### config.mk
export PLATFORM = sky130hd
export DESIGN_NAME = gray_ptr_rx
export DESIGN_NICKNAME = d
export VERILOG_FILES = /design/src/rtl/gray_ptr_rx.sv
export SDC_FILE = /design/constraint.sdc
export NUM_CORES = 1
export LEC_CHECK = 0
export BUFFER_PORTS_ARGS = -buffer_cell sky130_fd_sc_hd__buf_2
export CORE_MARGIN = 4
export CORE_UTILIZATION = 46
export DETAILED_ROUTE_END_ITERATION = 16
export HOLD_SLACK_MARGIN = 0.15
export PLACE_DENSITY = 0.67
export SYNTH_ARGS = -nofsm -noshare
export SYNTH_HDL_FRONTEND = slang
export SYNTH_SLANG_ARGS = --single-unit
### constraint.sdc
create_clock -name clk -period 5.45 [get_ports clk]
set_input_delay 1.09 -clock clk [delete_from_list [all_inputs] [get_ports clk]]
set_output_delay 1.09 -clock clk [all_outputs]
set_load 0.005 [all_outputs]
### src/rtl/gray_ptr_rx.sv
// Receive side of the Gray-coded pointer crossing for the async FIFOs.
// Synchronises the foreign write pointer, decodes it to binary, owns the
// local read pointer and derives occupancy, empty/almost_empty and sticky
// integrity flags.
module gray_ptr_rx #(
  parameter int PTR_W       = 5,
  parameter int DEPTH       = 16,
  parameter int SYNC_STAGES = 2,
  parameter int AE_LEVEL    = 2
) (
  input  logic               clk,
  input  logic               rst,
  input  logic [PTR_W-1:0]   wptr_gray_in,
  input  logic               rd_en,
  output logic               rd_ok,
  output logic [PTR_W-2:0]   rd_addr,
  output logic [PTR_W-1:0]   rptr_bin,
  output logic [PTR_W-1:0]   rptr_gray,
  output logic [PTR_W-1:0]   count,
  output logic               empty,
  output logic               almost_empty,
  output logic               underflow,
  output logic               gray_err,
  output logic               count_err
);

  // Reflected binary to Gray.
  function automatic logic [PTR_W-1:0] bin2gray(input logic [PTR_W-1:0] b);
    return b ^ (b >> 1);
  endfunction

  // Gray to binary: each bit is the XOR of all Gray bits at or above it.
  function automatic logic [PTR_W-1:0] gray2bin(input logic [PTR_W-1:0] g);
    logic [PTR_W-1:0] b;
    b[PTR_W-1] = g[PTR_W-1];
    for (int i = PTR_W - 2; i >= 0; i--) begin
      b[i] = b[i+1] ^ g[i];
    end
    return b;
  endfunction

  logic [PTR_W-1:0] sync_q [SYNC_STAGES];
  logic [PTR_W-1:0] wsync_last;
  logic [PTR_W-1:0] wsync_prev;
  logic [PTR_W-1:0] wptr_bin_q;
  logic [PTR_W-1:0] gray_step;
  logic             multi_step;
  logic [PTR_W-1:0] rptr_inc;

  assign wsync_last = sync_q[SYNC_STAGES-1];

  // Plain flop chain on the foreign pointer; nothing may sit between stages.
  always_ff @(posedge clk) begin
    // NOTE: this array is a handful of synchroniser flops, so every entry is
    // reset; a real storage RAM would be left unreset so it maps to memory.
    if (rst) begin
      for (int i = 0; i < SYNC_STAGES; i++) begin
        sync_q[i] <= '0;
      end
    end else begin
      sync_q[0] <= wptr_gray_in;
      for (int i = 1; i < SYNC_STAGES; i++) begin
        sync_q[i] <= sync_q[i-1];
      end
    end
  end

  // Combinational status derived only from registers (plus rd_en for the pop strobes).
  always_comb begin
    // NOTE: every signal is assigned on every path through this block, so no
    // latch can be inferred; blocking '=' is correct in combinational logic.
    gray_step    = wsync_last ^ wsync_prev;
    // x & (x-1) clears the lowest set bit; nonzero means two or more bits moved.
    multi_step   = |(gray_step & (gray_step - PTR_W'(1)));
    count        = wptr_bin_q - rptr_bin;
    empty        = (count == '0);
    almost_empty = (count <= PTR_W'(AE_LEVEL));
    rd_ok        = rd_en && !empty;
    underflow    = rd_en && empty;
    rptr_inc     = rptr_bin + PTR_W'(1);
    rd_addr      = rptr_bin[PTR_W-2:0];
  end

  // Decode stage and sticky integrity flags.
  always_ff @(posedge clk) begin
    // NOTE: sequential state uses non-blocking '<=' so every flop samples the
    // pre-edge values, independent of statement order.
    if (rst) begin
      wptr_bin_q <= '0;
      wsync_prev <= '0;
      gray_err   <= 1'b0;
      count_err  <= 1'b0;
    end else begin
      wptr_bin_q <= gray2bin(wsync_last);
      wsync_prev <= wsync_last;
      if (multi_step) gray_err <= 1'b1;
      if (count > PTR_W'(DEPTH)) count_err <= 1'b1;
    end
  end

  // Local read pointer and its Gray copy for the write domain, advanced together.
  always_ff @(posedge clk) begin
    if (rst) begin
      rptr_bin  <= '0;
      rptr_gray <= '0;
    end else if (rd_ok) begin
      rptr_bin  <= rptr_inc;
      rptr_gray <= bin2gray(rptr_inc);
    end
  end

endmodule

Yosys cells after proc, flatten, opt, wreduce, memory -nomap -nowiden
Memory sizes are Yosys's and may differ from the RTL's.
Cells that the tools add are included.
W data, S select, Z words.

storage, ports and cells
  register bits after elaboration = 22
  RAM bits = 10
  output and inout port bits = 25
  word-level logic and storage cells = 31
  memories kept = 1

memories
  memory  words  bits a word  rd ports  clocked after memory_dff  write ports  line  source
  sync_q  2      5            2         0                         2            42    logic [PTR_W-1:0] sync_q [SYNC_STAGES];

cells by class
  add/sub/neg operators = 3
  $lt $le $gt $ge = 2
  mux-type cells = 5
  bitwise operators = 9
  reductions and logical operators = 5

operator list
  kind                   count
  $mux W5                2
  $add A5 B1 Y5 const B  1
  $and A5 B5 Y5          1
  $gt A5 B5 Y1 const B   1
  $le A5 B2 Y1 const B   1
  $logic_not A5 Y1       1
  $reduce_or A5 Y1       1
  $sub A5 B1 Y5 const B  1
  $sub A5 B5 Y5          1
  $xor A5 B4 Y5          1
  $xor A5 B5 Y5          1
  $xor A1 B1 Y1          4
  $mux W1                3
  $logic_and A1 B1 Y1    2
  $or A1 B1 Y1           2
  $logic_not A1 Y1       1

Logic depth before layout (Yosys ltp)
  word-level depth = 4
  gate-level depth with buffers = 10
  mapped depth without buffers = 10

Worst setup path before layout
No wires, ideal clock.

  path kind = reg-to-output
  start = reg rptr_bin[2]
  end = out almost_empty
  arrival time = 2.187 ns
  required time = 4.360 ns
  path slack = 2.173 ns
  stages on the path, launching flop included = 8
  buffers on the path = 1
  cells stage by stage = dfxtp_1 > clkbuf_1 > inv_1 > ha_1 > and3b_1 > or3_4 > and2_2 > a2111oi_0

on the way
  word-level cells in the longest chain between the ends = 2

RTL lines
  element                 line  source
  start, declared         17    output logic [PTR_W-1:0] rptr_bin,
  start signal, assigned  107   rptr_bin <= rptr_inc;
  $sub A5 B5 Y5           75    count = wptr_bin_q - rptr_bin;
  named net count[3]      19    output logic [PTR_W-1:0] count,
  $le A5 B2 Y1            77    almost_empty = (count <= PTR_W'(AE_LEVEL));
  end, declared           21    output logic almost_empty,

The timed path passes the listed nets, and every way through them passes these cells.

Final worst setup path
  start = reg rptr_bin[0]
  end = out almost_empty

on the way
  word-level cells in the longest chain between the ends = 2

RTL lines
  element        line
  $sub A5 B5 Y5  75
  $le A5 B2 Y1   77

No other way between the ends.

==> flow_metrics.py <==
metrics = {
    "placed_design": {
        "place_hpwl_mm": 1.99,
        "gp_congestion": 0.851,
        "port-buffer-count": 32,
    },
    "critical_path": {
        "regToRegSetupSlack_ns": 2.77,
        "arrival_ns": 2.66,
        "rr_endpoint": "rptr_bin[3]",
        "setup.worst_path.end_class": "primary output",
        "cpMaxStageDelayCell": "dfxtp_1",
        "crit-reg2reg-launch": "rptr_bin[2]",
        "cp_data_required_time_ns": 4.36,
        "critPathMaxStageDelay_ns": 0.41,
        "path_cells": "ha_1, fa_1, nand2b_1, a21oi_1, xor2_2, inv_2, a2111oi_0, buf_2",
        "startpoint_type": "flop",
        "worstPathMaxFanout": 9,
        "setup.worst_path.class": "reg2out",
        "r2r_cells": 7,
    },
    "status": {
        "status": "completed",
    },
    "global_route": {
        "grt_start_max_net_pins": 39,
        "grt.total_usage": 0.144,
        "grt_pass1_wl_mm": 4.65,
        "grt-ovfl-total": 0,
        "antenna_found_initial": 0,
        "grt_pass1_vias": 1064,
    },
    "sta": {
        "finClkSkew_ns": 0.00441,
        "worst-slew-pin-transition_ns": 0.611,
        "setup-tns-final_ns": 0,
        "final_hold_viol_count": 0,
        "rsz0062_at_grt": "false",
        "fin_crit_ns": 3.75,
        "period_share": 0.688,
        "slew_headroom": 0.593,
        "max_freq_ghz": 0.267,
        "drv_slew": 0,
        "setup_viol": 0,
    },
    "final_layout": {
        "insertedDiodeCount": 0,
        "drive_above_1_share": 0.292,
        "post-route-util": 0.556,
        "nNetsFinal": 198,
        "area_growth_syn_to_layout_pct": 14.8,
    },
    "clock_network": {
        "worstSkewPairLatency_ns": 0.32,
        "clkSinkCount": 30,
        "htree_levels": 2,
        "cts-resized-gates": 0,
        "post_cts_buffers": 0,
        "cts_root_buffer": "clkbuf_4",
        "cts_buffers": 5,
        "clock_path_buffers": 2,
        "cts_tree": "done",
        "cts_hold_buffers": 0,
        "clk_pin_slew_ns": 0.10,
    },
    "logic_synthesis": {
        "syn_nets": 170,
        "synthCells": 156,
        "ys_seq_elements": 30,
        "synth_edf_count": 0,
        "yosys.cell_types.count": 38,
        "syn_area_um2": 1480,
        "synth_top_family_by_area": "simple AND/OR/NAND/NOR gates",
        "ys_seq_area_frac": 0.406,
        "synthAdderAreaFrac": 0.0627,
        "synthArstFlopShare": 0,
        "synthSimpleGateAreaFrac": 0.191,
        "synth.area.mux_share": 0.0627,
        "synth_xor_area_frac": 0.106,
        "synth_warnings": 0,
        "synth-compound-area-share": 0.0982,
        "syn_area_per_cell_um2": 9.47,
        "synth_ff_type": "dfxtp_1",
    },
    "detailed_routing": {
        "top_layer": "met4",
        "routed_via_density": 4.72,
        "detailroute.via_count": 1082,
        "wl_met2_mm": 1.16,
        "ant_nets": 0,
        "wl_per_cell_um": 11.5,
        "drc": 0,
        "wl_met1_mm": 1.27,
        "firstDrtPassIters": 4,
        "routed_wl_mm": 2.63,
        "drt_iter0_drc": 22,
        "met3_length_um": 144,
    },
    "floorplan": {
        "io_pins": 33,
        "die_x_um": 64.7,
        "initial_core_util": 0.484,
        "core_area_um2": 3050,
        "fp.dieArea_um2": 4180,
        "die_h_um": 64.7,
        "rows": 20,
    },
    "worst_hold_path": {
        "whs_endpoint": "sync_q[0][7]",
        "worst_hold_path_type": "reg2reg",
        "holdPathStages": 1,
        "worstHoldStart": "sync_q[0][2]",
    },
    "power_and_ir_drop": {
        "powerDensity_nw_per_um2": 342,
        "peakVddDrop_v": 0.000229,
        "p_leak_uw": 0.000828,
    },
    "job": {
        "max_cap_viol_count": 0,
    },
}
worst max path at each step:
stage	start	endpoint	slack, ns	depth (start not counted)
final	rptr_bin[0]	almost_empty	1.70	8
after global routing	rptr_bin[0]	rd_ok	1.54	9
after CTS	rptr_bin[0]	almost_empty	1.68	8
after detailed placement	rptr_bin[0]	almost_empty	2.06	8
after global placement	rptr_bin[0]	almost_empty	2.13	8
after floorplan	rptr_bin[2]	almost_empty	2.17	7
layout make-up:
type / count / area [µm²]
Clock inverter: 2 / 12.5
Tap cell: 44 / 55.1
Inverter: 12 / 47.5
Timing Repair Buffer: 32 / 160
Multi-Input combinational cell: 103 / 769
Clock buffer: 6 / 51.3
Fill cell: 304 / 1360
Sequential cell: 30 / 601
per-layer routing:
| layer | vias up | GRT usage |
|---|---|---|
| met5 | - | 0 |
| met4 | 0 | 0.0633 |
| met3 | 7 | 0.0416 |
| met2 | 30 | 0.228 |
| met1 | 485 | 0.182 |
| li1 | 560 | - |
synth_stat cells (3+ instances only):
cell type | count | share of area
nand2_1 | 3 | 0.0076
a21oi_1 | 7 | 0.024
dfxtp_1 | 30 | 0.41
mux2_2 | 6 | 0.046
nor2_1 | 17 | 0.043
nor2b_1 | 20 | 0.085
clkbuf_1 | 6 | 0.015
nand2b_1 | 3 | 0.013
xnor2_1 | 5 | 0.030
buf_4 | 5 | 0.025
ha_1 | 5 | 0.042
inv_1 | 10 | 0.025
xor2_1 | 11 | 0.065
worst max-delay path: cells and delay by family (launching register included):
kind,cells,cell delay [ns]
fa+ha+maj,2,0.66
compound gates,2,0.53
flops,1,0.41
buf+inv,2,0.30
xor+xnor,1,0.27
simple gates,1,0.16
metrics by stage:
step	setup slack, ns	std cells	cell area (µm²)	hold slack [ns]	total power (µW)
floorplan	2.17	156	1480	0.414	388
global placement	2.13	221	1630	0.422	442
detailed placement	2.06	221	1630	0.426	449
CTS	1.68	229	1700	0.449	590
global route	1.54	229	1700	0.462	626
finish	1.70	229	1700	0.444	580
cells in the final DEF (no fill, tap or decap), drive strengths merged, types with 2 or more instances in the layout:
master,count
a211oi,2
clkbuf,6
nor3,2
xnor2,5
xor2,12
nor2b,20
ha,5
inv,12
nand2b,3
o21ai,2
dfxtp,30
a21o,2
or3,2
nand2,3
nor2,17
a2111oi,2
mux2,7
buf,32
a21oi,7
where the power goes:
part	internal (µW)	total, µW	switching (µW)
clock	61.9	138	76.4
combinational	89.4	187	97.5
sequential	239	255	16.0
total	390	580	190
logic make-up after synthesis:
group,Yosys count
AND/OR/NAND/NOR,52
flip-flops,30
buffers and inverters,23
AO/OA/AOI/OAI,19
XOR/XNOR,17
multiplexers,8
adder cells (fa/ha/maj),7
registers in the layout (all words and copies together) (netlist names):
register and count:
wsync_prev 5, rptr_bin 5, count_err 1, gray_err 1
rptr_gray 4, wptr_bin_q 4, sync_q 10
Power figures use the tool's default switching activity.
